<file path="src/rtl/multicycle_ctrl.sv">
// Main control FSM of the multi-cycle CPU: sequences IF/ID/EXE/MEM/WB and drives datapath enables/selects.
// Optional build macro MCTRL_HALT_EN: halt parks the FSM in sIF until Reset; otherwise halt is an illegal-opcode nop.
module multicycle_ctrl (
    input  logic       CLK,
    input  logic       Reset,
    input  logic [5:0] opcode,
    input  logic       zero,
    output logic       PCWre,
    output logic [1:0] PCSrc,
    output logic       IRWre,
    output logic       ExtSel,
    output logic       ALUSrcA,
    output logic       ALUSrcB,
    output logic [2:0] ALUOp,
    output logic       RegWre,
    output logic [1:0] RegDst,
    output logic       WrRegDSrc,
    output logic       DBDataSrc,
    output logic       mRD,
    output logic       mWR,
    output logic [2:0] state
);
    // state   | meaning
    // S_IF    | fetch, load IR
    // S_ID    | decode; jumps and nops retire here
    // S_EXE_AL| ALU operation
    // S_EXE_BR| beq compare and PC update
    // S_EXE_LS| load/store address calculation
    // S_MEM   | data memory access
    // S_WB_AL | ALU result write-back
    // S_WB_LD | load data write-back
    localparam logic [2:0] S_IF     = 3'b000;
    localparam logic [2:0] S_ID     = 3'b001;
    localparam logic [2:0] S_EXE_AL = 3'b110;
    localparam logic [2:0] S_EXE_BR = 3'b101;
    localparam logic [2:0] S_EXE_LS = 3'b010;
    localparam logic [2:0] S_MEM    = 3'b011;
    localparam logic [2:0] S_WB_AL  = 3'b111;
    localparam logic [2:0] S_WB_LD  = 3'b100;

    localparam logic [5:0] OP_ADD  = 6'b000000;
    localparam logic [5:0] OP_SUB  = 6'b000001;
    localparam logic [5:0] OP_ADDI = 6'b000010;
    localparam logic [5:0] OP_OR   = 6'b010000;
    localparam logic [5:0] OP_AND  = 6'b010001;
    localparam logic [5:0] OP_ORI  = 6'b010010;
    localparam logic [5:0] OP_SLL  = 6'b011000;
    localparam logic [5:0] OP_SLT  = 6'b100111;
    localparam logic [5:0] OP_SW   = 6'b110000;
    localparam logic [5:0] OP_LW   = 6'b110001;
    localparam logic [5:0] OP_BEQ  = 6'b110100;
    localparam logic [5:0] OP_J    = 6'b111000;
    localparam logic [5:0] OP_JR   = 6'b111001;
    localparam logic [5:0] OP_JAL  = 6'b111010;
`ifdef MCTRL_HALT_EN
    localparam logic [5:0] OP_HALT = 6'b111111;
`endif

    logic [2:0] state_q, state_d;
    logic       halted_q;

    logic       is_alu, is_imm, is_sext, is_sll, is_beq, is_lw, is_sw;
    logic       is_j, is_jr, is_jal, is_halt;
    logic [2:0] alu_op_dec;

    always_comb begin
        is_alu     = 1'b0;
        is_imm     = 1'b0;
        is_sext    = 1'b0;
        is_sll     = 1'b0;
        is_beq     = 1'b0;
        is_lw      = 1'b0;
        is_sw      = 1'b0;
        is_j       = 1'b0;
        is_jr      = 1'b0;
        is_jal     = 1'b0;
        is_halt    = 1'b0;
        alu_op_dec = 3'b000;
        case (opcode)
            OP_ADD:  is_alu = 1'b1;
            OP_SUB:  begin is_alu = 1'b1; alu_op_dec = 3'b001; end
            OP_ADDI: begin is_alu = 1'b1; is_imm = 1'b1; is_sext = 1'b1; end
            OP_OR:   begin is_alu = 1'b1; alu_op_dec = 3'b010; end
            OP_AND:  begin is_alu = 1'b1; alu_op_dec = 3'b011; end
            OP_ORI:  begin is_alu = 1'b1; is_imm = 1'b1; alu_op_dec = 3'b010; end
            OP_SLL:  begin is_alu = 1'b1; is_sll = 1'b1; alu_op_dec = 3'b100; end
            OP_SLT:  begin is_alu = 1'b1; alu_op_dec = 3'b101; end
            OP_SW:   is_sw   = 1'b1;
            OP_LW:   is_lw   = 1'b1;
            OP_BEQ:  is_beq  = 1'b1;
            OP_J:    is_j    = 1'b1;
            OP_JR:   is_jr   = 1'b1;
            OP_JAL:  is_jal  = 1'b1;
`ifdef MCTRL_HALT_EN
            OP_HALT: is_halt = 1'b1;
`endif
            default: ;
        endcase
    end

`ifdef MCTRL_HALT_EN
    logic halted_d;

    always_comb begin
        halted_d = halted_q;
        if (state_q == S_ID && is_halt) begin
            halted_d = 1'b1;
        end
    end

    always_ff @(posedge CLK or negedge Reset) begin
        if (!Reset) begin
            halted_q <= 1'b0;
        end else begin
            halted_q <= halted_d;
        end
    end
`else
    assign halted_q = 1'b0;
`endif

    always_comb begin
        state_d = state_q;
        case (state_q)
            S_IF:     state_d = halted_q ? S_IF : S_ID;
            S_ID: begin
                if (is_alu)             state_d = S_EXE_AL;
                else if (is_beq)        state_d = S_EXE_BR;
                else if (is_lw || is_sw) state_d = S_EXE_LS;
                else                    state_d = S_IF;
            end
            S_EXE_AL: state_d = S_WB_AL;
            S_WB_AL:  state_d = S_IF;
            S_EXE_BR: state_d = S_IF;
            S_EXE_LS: state_d = S_MEM;
            S_MEM:    state_d = is_lw ? S_WB_LD : S_IF;
            S_WB_LD:  state_d = S_IF;
            default:  state_d = S_IF;
        endcase
    end

    always_ff @(posedge CLK or negedge Reset) begin
        if (!Reset) begin
            state_q <= S_IF;
        end else begin
            state_q <= state_d;
        end
    end

    logic       pc_wre_r, ir_wre_r, ext_sel_r, alu_src_a_r, alu_src_b_r;
    logic       reg_wre_r, wr_src_r, db_src_r, mrd_r, mwr_r;
    logic [1:0] pc_src_r, reg_dst_r;
    logic [2:0] alu_op_r;

    always_comb begin
        pc_wre_r    = 1'b0;
        pc_src_r    = 2'b00;
        ir_wre_r    = 1'b0;
        ext_sel_r   = 1'b0;
        alu_src_a_r = 1'b0;
        alu_src_b_r = 1'b0;
        alu_op_r    = 3'b000;
        reg_wre_r   = 1'b0;
        reg_dst_r   = 2'b00;
        wr_src_r    = 1'b0;
        db_src_r    = 1'b0;
        mrd_r       = 1'b0;
        mwr_r       = 1'b0;
        case (state_q)
            S_IF: ir_wre_r = !halted_q;
            S_ID: begin
                if (is_j) begin
                    pc_wre_r = 1'b1;
                    pc_src_r = 2'b10;
                end else if (is_jr) begin
                    pc_wre_r = 1'b1;
                    pc_src_r = 2'b11;
                end else if (is_jal) begin
                    pc_wre_r  = 1'b1;
                    pc_src_r  = 2'b10;
                    reg_wre_r = 1'b1;
                end else if (!(is_alu || is_beq || is_lw || is_sw || is_halt)) begin
                    pc_wre_r = 1'b1;
                end
            end
            S_EXE_AL, S_WB_AL: begin
                // ALU selects stay valid through write-back so the result bus is stable
                alu_op_r    = alu_op_dec;
                alu_src_a_r = is_sll;
                alu_src_b_r = is_imm;
                ext_sel_r   = is_sext;
                if (state_q == S_WB_AL) begin
                    reg_wre_r = 1'b1;
                    wr_src_r  = 1'b1;
                    pc_wre_r  = 1'b1;
                    reg_dst_r = is_imm ? 2'b01 : 2'b10;
                end
            end
            S_EXE_BR: begin
                alu_op_r  = 3'b001;
                ext_sel_r = 1'b1;
                pc_wre_r  = 1'b1;
                pc_src_r  = zero ? 2'b01 : 2'b00;
            end
            S_EXE_LS, S_MEM: begin
                alu_src_b_r = 1'b1;
                ext_sel_r   = 1'b1;
                if (state_q == S_MEM) begin
                    mrd_r    = is_lw;
                    mwr_r    = is_sw;
                    pc_wre_r = is_sw;
                end
            end
            S_WB_LD: begin
                mrd_r     = 1'b1;
                reg_wre_r = 1'b1;
                reg_dst_r = 2'b01;
                wr_src_r  = 1'b1;
                db_src_r  = 1'b1;
                pc_wre_r  = 1'b1;
            end
            default: ;
        endcase
    end

    // Gate with Reset so no enable can glitch out while the async reset is asserted
    assign PCWre     = Reset & pc_wre_r;
    assign PCSrc     = Reset ? pc_src_r : 2'b00;
    assign IRWre     = Reset & ir_wre_r;
    assign ExtSel    = Reset & ext_sel_r;
    assign ALUSrcA   = Reset & alu_src_a_r;
    assign ALUSrcB   = Reset & alu_src_b_r;
    assign ALUOp     = Reset ? alu_op_r : 3'b000;
    assign RegWre    = Reset & reg_wre_r;
    assign RegDst    = Reset ? reg_dst_r : 2'b00;
    assign WrRegDSrc = Reset & wr_src_r;
    assign DBDataSrc = Reset & db_src_r;
    assign mRD       = Reset & mrd_r;
    assign mWR       = Reset & mwr_r;
    assign state     = state_q;

endmodule

</file>
<file path="config.mk">
export PLATFORM = sky130hd
export DESIGN_NAME = multicycle_ctrl
export DESIGN_NICKNAME = d
export VERILOG_FILES = /design/src/rtl/multicycle_ctrl.sv
export SDC_FILE = /design/constraint.sdc
export NUM_CORES = 1
export LEC_CHECK = 0
export CAP_MARGIN = 20
export CELL_PAD_IN_SITES_DETAIL_PLACEMENT = 1
export CELL_PAD_IN_SITES_GLOBAL_PLACEMENT = 2
export CORE_MARGIN = 5
export CORE_UTILIZATION = 21
export DETAILED_ROUTE_END_ITERATION = 10
export GPL_TIMING_DRIVEN = 1
export PLACE_DENSITY_LB_ADDON = 0.2
export REMOVE_ABC_BUFFERS = 1
export SYNTH_ARGS = -nofsm -noshare
export SYNTH_HDL_FRONTEND = slang
export SYNTH_SLANG_ARGS = --single-unit
</file>
<file path="constraint.sdc">
create_clock -name CLK -period 2.6 [get_ports CLK]
set_clock_uncertainty 0.15 [all_clocks]
set_input_delay 0.39 -clock CLK [delete_from_list [all_inputs] [get_ports CLK]]
set_output_delay 0.39 -clock CLK [all_outputs]
set_load 0.02 [all_outputs]
</file>
==> results.tsv <==
stage	metric	value	unit
run_status	outcome	finished clean	
cts	CTS tree	done	
critical_path	Worst setup SP type	input port	
sta	fmax	392	MHz
cts	Clock Path Buffers	2	
final_layout	Nets	153	
cts	cts bufs inserted	3	
critical_path	CP Data Required Time	2.06	ns
logic_synthesis	Synthesis Warnings	0	
final_layout	FILL cells	370	
placed_design	dpl ws	-0.537	ns
cts	worst skew pair latency	0.25	ns
die	Cell Rows	19	
power_and_ir_drop	leakage	0.572	nW
job	Max-Cap Viols	0	
placed_design	I/O Buffers	28	
critical_path	number of buffers and inverters on the critical path	4	
die	Die Area	4020	um^2
detailed_routing	vias per cell	5.11	
placed_design	placed cell count	170	
placed_design	post-DP HPWL	2240	um
sta	crit path time final	2.55	ns
cts	setup bufs post-CTS	0	
cts	CTS root buf	clkbuf_4	
global_route	GRT overflow	0	
critical_path	r2r worst-path depth	3	
die	core area	2760	um^2
final_layout	area growth from synthesis to layout	84.6	%
logic_synthesis	Mapped Avg Cell Area	6.66	um^2
detailed_routing	post-route ant nets	0	
critical_path	CP arrival	2.01	ns
logic_synthesis	Synth Instances	90	
final_layout	max reg flops	3	
global_route	vias in the first global route	928	
cts	CTS clk-pin slew, worst paths	0.04	ns
sta	Hold Slack	0.468	ns
die	Initial Util	0.217	
sta	Max-slew headroom	0.626	
detailed_routing	DRT Wirelength	2660	um
power_and_ir_drop	VDD IR max	0.000532	V
critical_path	reg-to-reg slack, setup	0.98	ns
sta	Slew Limit Fails	0	
detailed_routing	Detailed Routing Iterations Pass 1	4	
logic_synthesis	dominant synthesized flop cell	dfrtp_1	
detailed_routing	drc violations	0	
logic_synthesis	Synth Register Bits	3	
critical_path	R2R Path Start	state[0]	
cts	H-tree depth	1	
final_layout	share of layout cells above drive strength 1	0.357	
logic_synthesis	Netlist Area Pre-Place	599	um^2
power_and_ir_drop	pwr dens	540	nW/um^2
die	die height	63.4	um
critical_path	slowest CP cell	clkdlybuf4s50_1	
final_layout	Reg area	75.1	um^2
worst_hold_path	HP Class	in -> async	
sta	setup violators final	0	
final_layout	Post-Layout Cell Count	174	
logic_synthesis	share of flip-flops with an asynchronous set or reset	1.00	
cts	CTS sink count	3	
final_layout	area of the multi-input gates	480	um^2
die	Die Width	63.4	um
cts	hold_buf cts	0	
logic_synthesis	Post-synth EDFFs	0	
sta	actual slew at the worst max-slew pin	0.556	ns
final_layout	ANT cells	0	
logic_synthesis	Yosys cell types	37	
sta	final hold vios	0	
critical_path	critical register-to-register path endpoint	state[2]	
critical_path	max incr delay on CP	0.63	ns
sta	RSZ-0062 raised after global routing	no	
global_route	number of antenna violations at the first check in global routing	0	
global_route	largest net degree at the start of global routing	12	
global_route	global-route wire length before repair	4480	um
logic_synthesis	post-synthesis sequential area ratio	0.125	
placed_design	RePlAce Congestion	0.834	
detailed_routing	WL/cell	15.3	um
sta	Setup WS post-layout	0.0504	ns
critical_path	crit-path leading delay family	buffers and inverters	
sta	period utilization	0.981	
detailed_routing	drt initial violations	19	
critical_path	worst-path cell chain	clkdlybuf4s50_1 -> nand2_1 -> buf_4 -> buf_4 -> nor2_1 -> clkdlybuf4s50_1	
critical_path	Worst Path Max Fanout	3	
detailed_routing	Via Count	889	
global_route	gr usage total	0.136	
die	I/O pin count	29	
critical_path	CP Class	in -> out	
critical_path	CP endpoint kind	primary output	
worst register-to-register path, delay by kind of cell, from the launching register on:
family,cells,cell delay (ns)
AOI/OAI and AO/OA,1,0.32
buffers and inverters,1,0.15
DFF,1,0.41
and+or+nand+nor,1,0.48
worst max path at each step:
stage          startpoint  slack (ns)  cells after the start         to
2_1_floorplan    state[1]        0.39                      4      PCWre
3_3_place_gp    opcode[4]       -0.55                      6      PCWre
3_5_place_dp    opcode[4]       -0.54                      6      PCWre
4_1_cts         opcode[0]       -0.16                      7      PCWre
5_1_grt             Reset        0.03                      6  DBDataSrc
6_report            Reset        0.05                      6  DBDataSrc
power breakdown:
part / internal, mW / total [mW] / leakage, nW / switching (mW)
combinational: 0.188 / 0.424 / 0.518 / 0.236
sequential: 0.0644 / 0.0851 / 0.0387 / 0.0207
clock: 0.0579 / 0.0883 / 0.0150 / 0.0304
total: 0.311 / 0.597 / 0.572 / 0.287
per-stage QoR:
step                 util  area (um^2)  TNS (ns)  total power, mW
floorplan               -          552         0            0.290
global placement    0.397         1100     -3.99            0.525
detailed placement  0.397         1100     -4.32            0.531
CTS                 0.402         1110    -0.182            0.612
global route        0.401         1110         0            0.647
finish              0.401         1110         0            0.597
what timing repair did:
| action | in CTS | in global routing |
|---|---|---|
| pin swaps | 0 | 1 |
| endpoints found under the setup margin | 14 | 10 |
| resized for setup | 35 | 16 |
placed cells by master (no fill, tap or decap), drive strengths merged, types with 3 or more instances in the layout:
cell type      netlist  layout
o21ai                3       3
clkdlybuf4s50        0       6
dlymetal6s2s         0       5
nand4                4       4
nor3                 5       5
dfrtp                3       3
a21oi                8       8
buf                  6      36
clkbuf               3       6
nand2                4       4
dlygate4sd2          0       8
and3                 5       5
inv                  4       4
nor2                13      13
synthesized netlist by cell type (all sizes together) (2+ instances only):
library cell,count,share of area
clkbuf,3,0.019
nor3,5,0.050
inv,4,0.025
nand4b,2,0.029
nand3b,2,0.025
o311ai,2,0.029
and2,2,0.021
and3,5,0.052
nand2b,2,0.021
or3b,2,0.029
nand2,4,0.025
nor4,2,0.021
o21ai,3,0.025
or2,2,0.025
nor2b,2,0.021
nand3,2,0.017
dfrtp,3,0.13
nor2,13,0.081
buf,6,0.061
a21oi,8,0.073
nand4,4,0.042
cells by family after synthesis:
kind of cell | count (synthesis) | share of synthesized area
AOI/OAI and AO/OA | 22 | 0.259
and+or+nand+nor | 52 | 0.511
DFF | 3 | 0.125
buffers and inverters | 13 | 0.104
layout make-up:
type,instances,share of cell area
clock buffers,4,0.0238
inverters,4,0.0136
multi-input cells,74,0.434
flip-flops and latches,3,0.0679
well taps,31,0.0351
repair buffers,58,0.425
layer usage:
metal | routed length [um] | global-route usage | share of wire | vias up
li1 | - | - | - | 436
met1 | 1190 | 0.161 | 0.45 | 426
met2 | 1330 | 0.239 | 0.50 | 23
met3 | 109 | 0.0284 | 0.041 | 4
met4 | 28 | 0.0468 | 0.011 | 0
met5 | 0 | 0 | 0 | -
No activity file was read; power rests on OpenSTA's default activity.
